--- src/rtl/oam_dma_controller.sv ---
// OAM DMA controller.
// A CPU write to the DMA register halts the CPU, aligns to an even (get)
// cycle, then moves XFER_COUNT bytes from page {page,00..} into the PPU
// OAMDATA register as alternating read/write cycle pairs.
module oam_dma_controller #(
  parameter logic [15:0] DMA_REG_ADDR = 16'h4014,
  parameter logic [2:0]  OAM_DATA_REG = 3'h4,
  // Bytes per transfer, 1..256. The index is 8 bits wide, so the
  // transfer never leaves the selected page.
  parameter int          XFER_COUNT   = 256
) (
  input  logic        CLK,
  input  logic        RESET,
  input  logic [15:0] CPU_ADDR,
  input  logic [7:0]  CPU_DATA_IN,
  input  logic        CPU_WRITE,
  output logic        CPU_HALT,
  output logic        DMA_ACTIVE,
  output logic [15:0] DMA_ADDR,
  output logic        DMA_RD,
  input  logic [7:0]  DMA_RDATA,
  output logic [2:0]  PPU_ADDR,
  output logic [7:0]  PPU_DATA_OUT,
  output logic        PPU_WREN,
  output logic        CYCLE_ODD,
  output logic        DMA_DONE
);

  localparam logic [7:0] LAST_IDX = 8'(XFER_COUNT - 1);

  typedef enum logic [2:0] {
    S_IDLE  = 3'd0,
    S_HALT  = 3'd1,
    S_ALIGN = 3'd2,
    S_READ  = 3'd3,
    S_WRITE = 3'd4
  } state_t;

  state_t      state_reg;
  state_t      state_next;
  logic [7:0]  page_reg;
  logic [7:0]  idx_reg;
  logic        cycle_odd_reg;
  logic        done_reg;

  logic        trigger;
  logic        last_byte;

  // Only an idle controller listens to the DMA register; writes during a
  // transfer fall through untouched.
  assign trigger   = (state_reg == S_IDLE) && CPU_WRITE &&
                     (CPU_ADDR == DMA_REG_ADDR);
  assign last_byte = (idx_reg == LAST_IDX);

  // State register.
  always_ff @(posedge CLK) begin
    if (RESET) begin
      state_reg <= S_IDLE;
    end else begin
      state_reg <= state_next;
    end
  end

  // Next-state logic. HALT decides whether an alignment cycle is needed so
  // that every READ lands on an even cycle.
  always_comb begin
    state_next = state_reg;
    case (state_reg)
      S_IDLE: begin
        if (trigger) begin
          state_next = S_HALT;
        end
      end
      S_HALT: begin
        if (cycle_odd_reg) begin
          state_next = S_READ;
        end else begin
          state_next = S_ALIGN;
        end
      end
      S_ALIGN: begin
        state_next = S_READ;
      end
      S_READ: begin
        state_next = S_WRITE;
      end
      S_WRITE: begin
        if (last_byte) begin
          state_next = S_IDLE;
        end else begin
          state_next = S_READ;
        end
      end
      default: begin
        state_next = S_IDLE;
      end
    endcase
  end

  // Page latch and byte index: loaded by the trigger, stepped after each
  // write that is not the last one.
  always_ff @(posedge CLK) begin
    if (RESET) begin
      page_reg <= 8'h00;
      idx_reg  <= 8'h00;
    end else if (trigger) begin
      page_reg <= CPU_DATA_IN;
      idx_reg  <= 8'h00;
    end else if ((state_reg == S_WRITE) && !last_byte) begin
      idx_reg  <= idx_reg + 8'h01;
    end
  end

  // Free-running get/put parity, zero in the first cycle out of reset.
  always_ff @(posedge CLK) begin
    if (RESET) begin
      cycle_odd_reg <= 1'b0;
    end else begin
      cycle_odd_reg <= ~cycle_odd_reg;
    end
  end

  // Completion pulse in the cycle following the final write; a reset
  // mid-transfer never reaches the final write, so no pulse is produced.
  always_ff @(posedge CLK) begin
    if (RESET) begin
      done_reg <= 1'b0;
    end else begin
      done_reg <= (state_reg == S_WRITE) && last_byte;
    end
  end

  // Output decode. Everything is forced low while RESET is high so the
  // bus is released in the very cycle reset is applied.
  always_comb begin
    CPU_HALT     = 1'b0;
    DMA_ACTIVE   = 1'b0;
    DMA_ADDR     = 16'h0000;
    DMA_RD       = 1'b0;
    PPU_ADDR     = 3'h0;
    PPU_DATA_OUT = 8'h00;
    PPU_WREN     = 1'b0;
    if (!RESET) begin
      case (state_reg)
        S_HALT, S_ALIGN: begin
          CPU_HALT   = 1'b1;
          DMA_ACTIVE = 1'b1;
        end
        S_READ: begin
          CPU_HALT   = 1'b1;
          DMA_ACTIVE = 1'b1;
          DMA_RD     = 1'b1;
          DMA_ADDR   = {page_reg, idx_reg};
        end
        S_WRITE: begin
          CPU_HALT     = 1'b1;
          DMA_ACTIVE   = 1'b1;
          PPU_WREN     = 1'b1;
          PPU_ADDR     = OAM_DATA_REG;
          PPU_DATA_OUT = DMA_RDATA;
        end
        default: begin
          CPU_HALT   = 1'b0;
          DMA_ACTIVE = 1'b0;
        end
      endcase
    end
  end

  assign CYCLE_ODD = cycle_odd_reg & ~RESET;
  assign DMA_DONE  = done_reg & ~RESET;

endmodule

--- config.mk ---
export PLATFORM = sky130hd
export DESIGN_NAME = oam_dma_controller
export DESIGN_NICKNAME = d
export VERILOG_FILES = /design/src/rtl/oam_dma_controller.sv
export SDC_FILE = /design/constraint.sdc
export NUM_CORES = 1
export LEC_CHECK = 0
export ABC_AREA = 1
export CAP_MARGIN = 30
export CORE_MARGIN = 2
export CORE_UTILIZATION = 36
export DETAILED_ROUTE_END_ITERATION = 6
export PLACE_DENSITY = 0.76
export SKIP_LAST_GASP = 1
export SYNTH_ARGS = -nofsm -noshare
export SYNTH_HDL_FRONTEND = slang
export SYNTH_SLANG_ARGS = --single-unit
--- constraint.sdc ---
create_clock -name CLK -period 1.1 [get_ports CLK]
set_input_delay 0.165 -clock CLK [delete_from_list [all_inputs] [get_ports CLK]]
set_output_delay 0.165 -clock CLK [all_outputs]
set_load 0.01 [all_outputs]
==> results.yml <==
status:
  outcome: "complete, but fails checks"
  violations: "negative setup slack"
timing:
  setup_viol: 48
  skew_ps: 7.633
  slew_viol_final: 0
  final_hold_viol_count: 0
  period_needed_ps: 1427
  rsz0062_at_grt: "true"
  fmax_mhz: 700.8
  fin_crit_sh: 1.297
  fin_ws_ps: -326.9
routing:
  dr.pass1.iters: 6
  antenna_left: 0
  wirelength_mm: 4.234
  vias: 1712
  drt_iter0_drc: 78
  routed_via_density: 4.565
  wl_per_cell_microns: 11.29
  drc_errors: 0
logic_synthesis:
  syn_area_per_cell_sq_um: 6.049
  ys_seq_area_frac: 0.3102
  ys_top_cells_by_area: "dfxtp_1 (31%), nand2_1 (15%), nor2_1 (14%), inv_1 (12%), nand4_1 (3.7%)"
  yosysWarnings: 0
  synth-seq-cells: 21
  syn_area_sq_mm: 0.001355
  postSynthCellCount: 224
  yosys.area.top_type: "dfxtp_1"
  synthDistinctLibCells: 26
  synth_top_cell_area_share: 0.3102
setup_path:
  crit_required_ps: 1250
  crit_arrival_ps: 1570
  cp-end-kind: "flip-flop"
  crit_path_start_kind: "flip-flop"
  cpPeakStageDelay_ps: 370
  cp_num_buf_inv: 2
  worst-path-max-fanout: 4
  critical_path_class: "flip-flop to flip-flop"
  crit_top_cell: "buf_4"
  path_cells: "nor2_4, nand2_4, buf_4, buf_4, nor3_2, nand2_1, o21ai_0, nor2_1"
  slowest_stage: "dfxtp_4"
  cp_top_family: "simple AND/OR/NAND/NOR gates"
die:
  die_h_microns: 65.35
  row_count: 22
  dieArea_sq_mm: 0.004271
  core_sq_mm: 0.003633
  start_util: 0.3729
  ioPinCount: 68
  die_w_microns: 65.35
power_and_ir_drop:
  pwr-share-comb: 0.256
  swShare: 0.2596
  seq_power_share: 0.456
  clockPowerShare: 0.288
  internal_power_mw: 1.290
  power_density_mw_per_mm2: 667.0
  irDropWorstVdd_uv: 530.6
  p_total_mw: 1.743
  p_leak_nw: 1.176
  p_switching_uw: 452.4
final_layout:
  final_cell_mix: "nand2_1 (46), inv_1 (40), clkdlybuf4s50_1 (33), nor2_1 (32), buf_4 (29)"
  utilization: 0.7190
  final_area_sq_mm: 0.002613
  final_common_cell: "nand2_1"
  area_growth_pct: 92.80
  diodes: 0
  drive_gt1_frac: 0.4128
  layout.nets: 364
placement:
  placed_cell_area_sq_mm: 0.002310
  place_worst_setup_slack_ps: -627.5
  gp_congestion: 0.8279
  io_buffers: 65
  dp_hpwl_mm: 2.707
clocking:
  clk_pin_slew_ps: 70
  h-tree-depth: 1
  cts_tree: "yes"
  cts.sink_count: 21
  ctsRootBufferMaster: "clkbuf_8"
  numCtsBuffers: 3
  insertion_delay_ps: 260
  cts_max_path_buffers: 2
global_routing:
  grt_pass1_vias: 1667
  grtUsageTotal: 0.1993
  grt_overflow: 0
  antenna_found_initial: 0
  grt_pass1_wl_mm: 6.844
  grt_start_max_net_pins: 12
job:
  max-cap-violations: 0
min_path:
  hp-class: "flip-flop to flip-flop"
path summary, 6_finish.rpt:
check,startpoint,to,slack (ps),depth (start not counted)
max,state_reg[1],idx_reg[4],-330,8
max reg2reg,state_reg[1],idx_reg[4],-330,8
min reg2reg,cycle_odd_reg,cycle_odd_reg,410,1
min,cycle_odd_reg,cycle_odd_reg,410,1
Yosys cell counts:
cell type / n
buf_1: 1
nand2_2: 1
nor2_4: 3
o21ai_0: 3
nor2_8: 1
dfxtp_1: 21
clkinv_2: 2
a21oi_1: 7
clkbuf_2: 1
nor2_2: 1
nand2_1: 54
nand2_4: 3
nor2_1: 52
conb_1: 1
inv_1: 43
o21ai_1: 1
nand3_1: 7
buf_4: 4
nor3_1: 2
ha_1: 1
xor2_1: 2
nand4_1: 8
buf_2: 2
nand3_4: 1
o21a_1: 1
nand3b_1: 1
cell families (layout without fill, tap and decap cells):
logic type      Yosys count  count (layout)  share of synthesized area
flops                    21              21                     0.3102
fa+ha+maj                 1               1                   0.009232
simple gates            134             136                     0.4561
buf+inv                  53             153                     0.1625
compound gates           12              12                    0.04616
xor+xnor                  2               2                    0.01293
other cells               1               2                   0.002767
power groups by stage:
| stage | Sequential (mW) | Combinational (mW) | Clock, mW |
|---|---|---|---|
| 2_1_floorplan | 0.807 | 0.174 | 0 |
| 3_3_place_gp | 0.808 | 0.387 | 0 |
| 4_1_cts | 0.790 | 0.427 | 0.518 |
| 5_1_grt | 0.798 | 0.485 | 0.535 |
| 3_5_place_dp | 0.808 | 0.394 | 0 |
| 6_report | 0.795 | 0.445 | 0.502 |
layout make-up:
type,instances,area [sq um]
multi-input combinational,153,967.2
clock buffer,4,45.04
timing repair buffer,103,913.4
sequential,21,434.2
timing repair inverter,1,8.758
inverter,45,183.9
tap,48,60.06
fill,296,1021
through the flow:
stage | instances | TNS, ps | hold WS, ps
global placement | 358 | -22720 | 394.4
floorplan | 225 | -432.9 | 385.6
finish | 375 | -13300 | 408.4
global route | 375 | -17170 | 434.7
detailed placement | 358 | -23200 | 398.2
CTS | 373 | -13950 | 410.1
what timing repair did:
action / 4_1_cts / 5_1_grt
setup buffers: 8 / 2
pin swaps: 24 / 12
cloned: 3 / 1
hold buffers: 0 / 0
setup endpoints to repair: 50 / 49
resized for setup: 168 / 29
worst reg2reg max path, cell delays in order, from the launching register on:
cell and delay [ps]:
dfxtp_4 370, nor2_4 160, nand2_4 110, buf_4 150, buf_4 130, nor3_2 150
nand2_1 90, o21ai_0 90, nor2_1 70
metal layers:
metal / share of wire / track usage
met5: 0 / 0
met4: 0.011 / 0.04167
met3: 0.085 / 0.03938
met2: 0.53 / 0.3890
met1: 0.37 / 0.2201
Power figures use the tool's default switching activity.
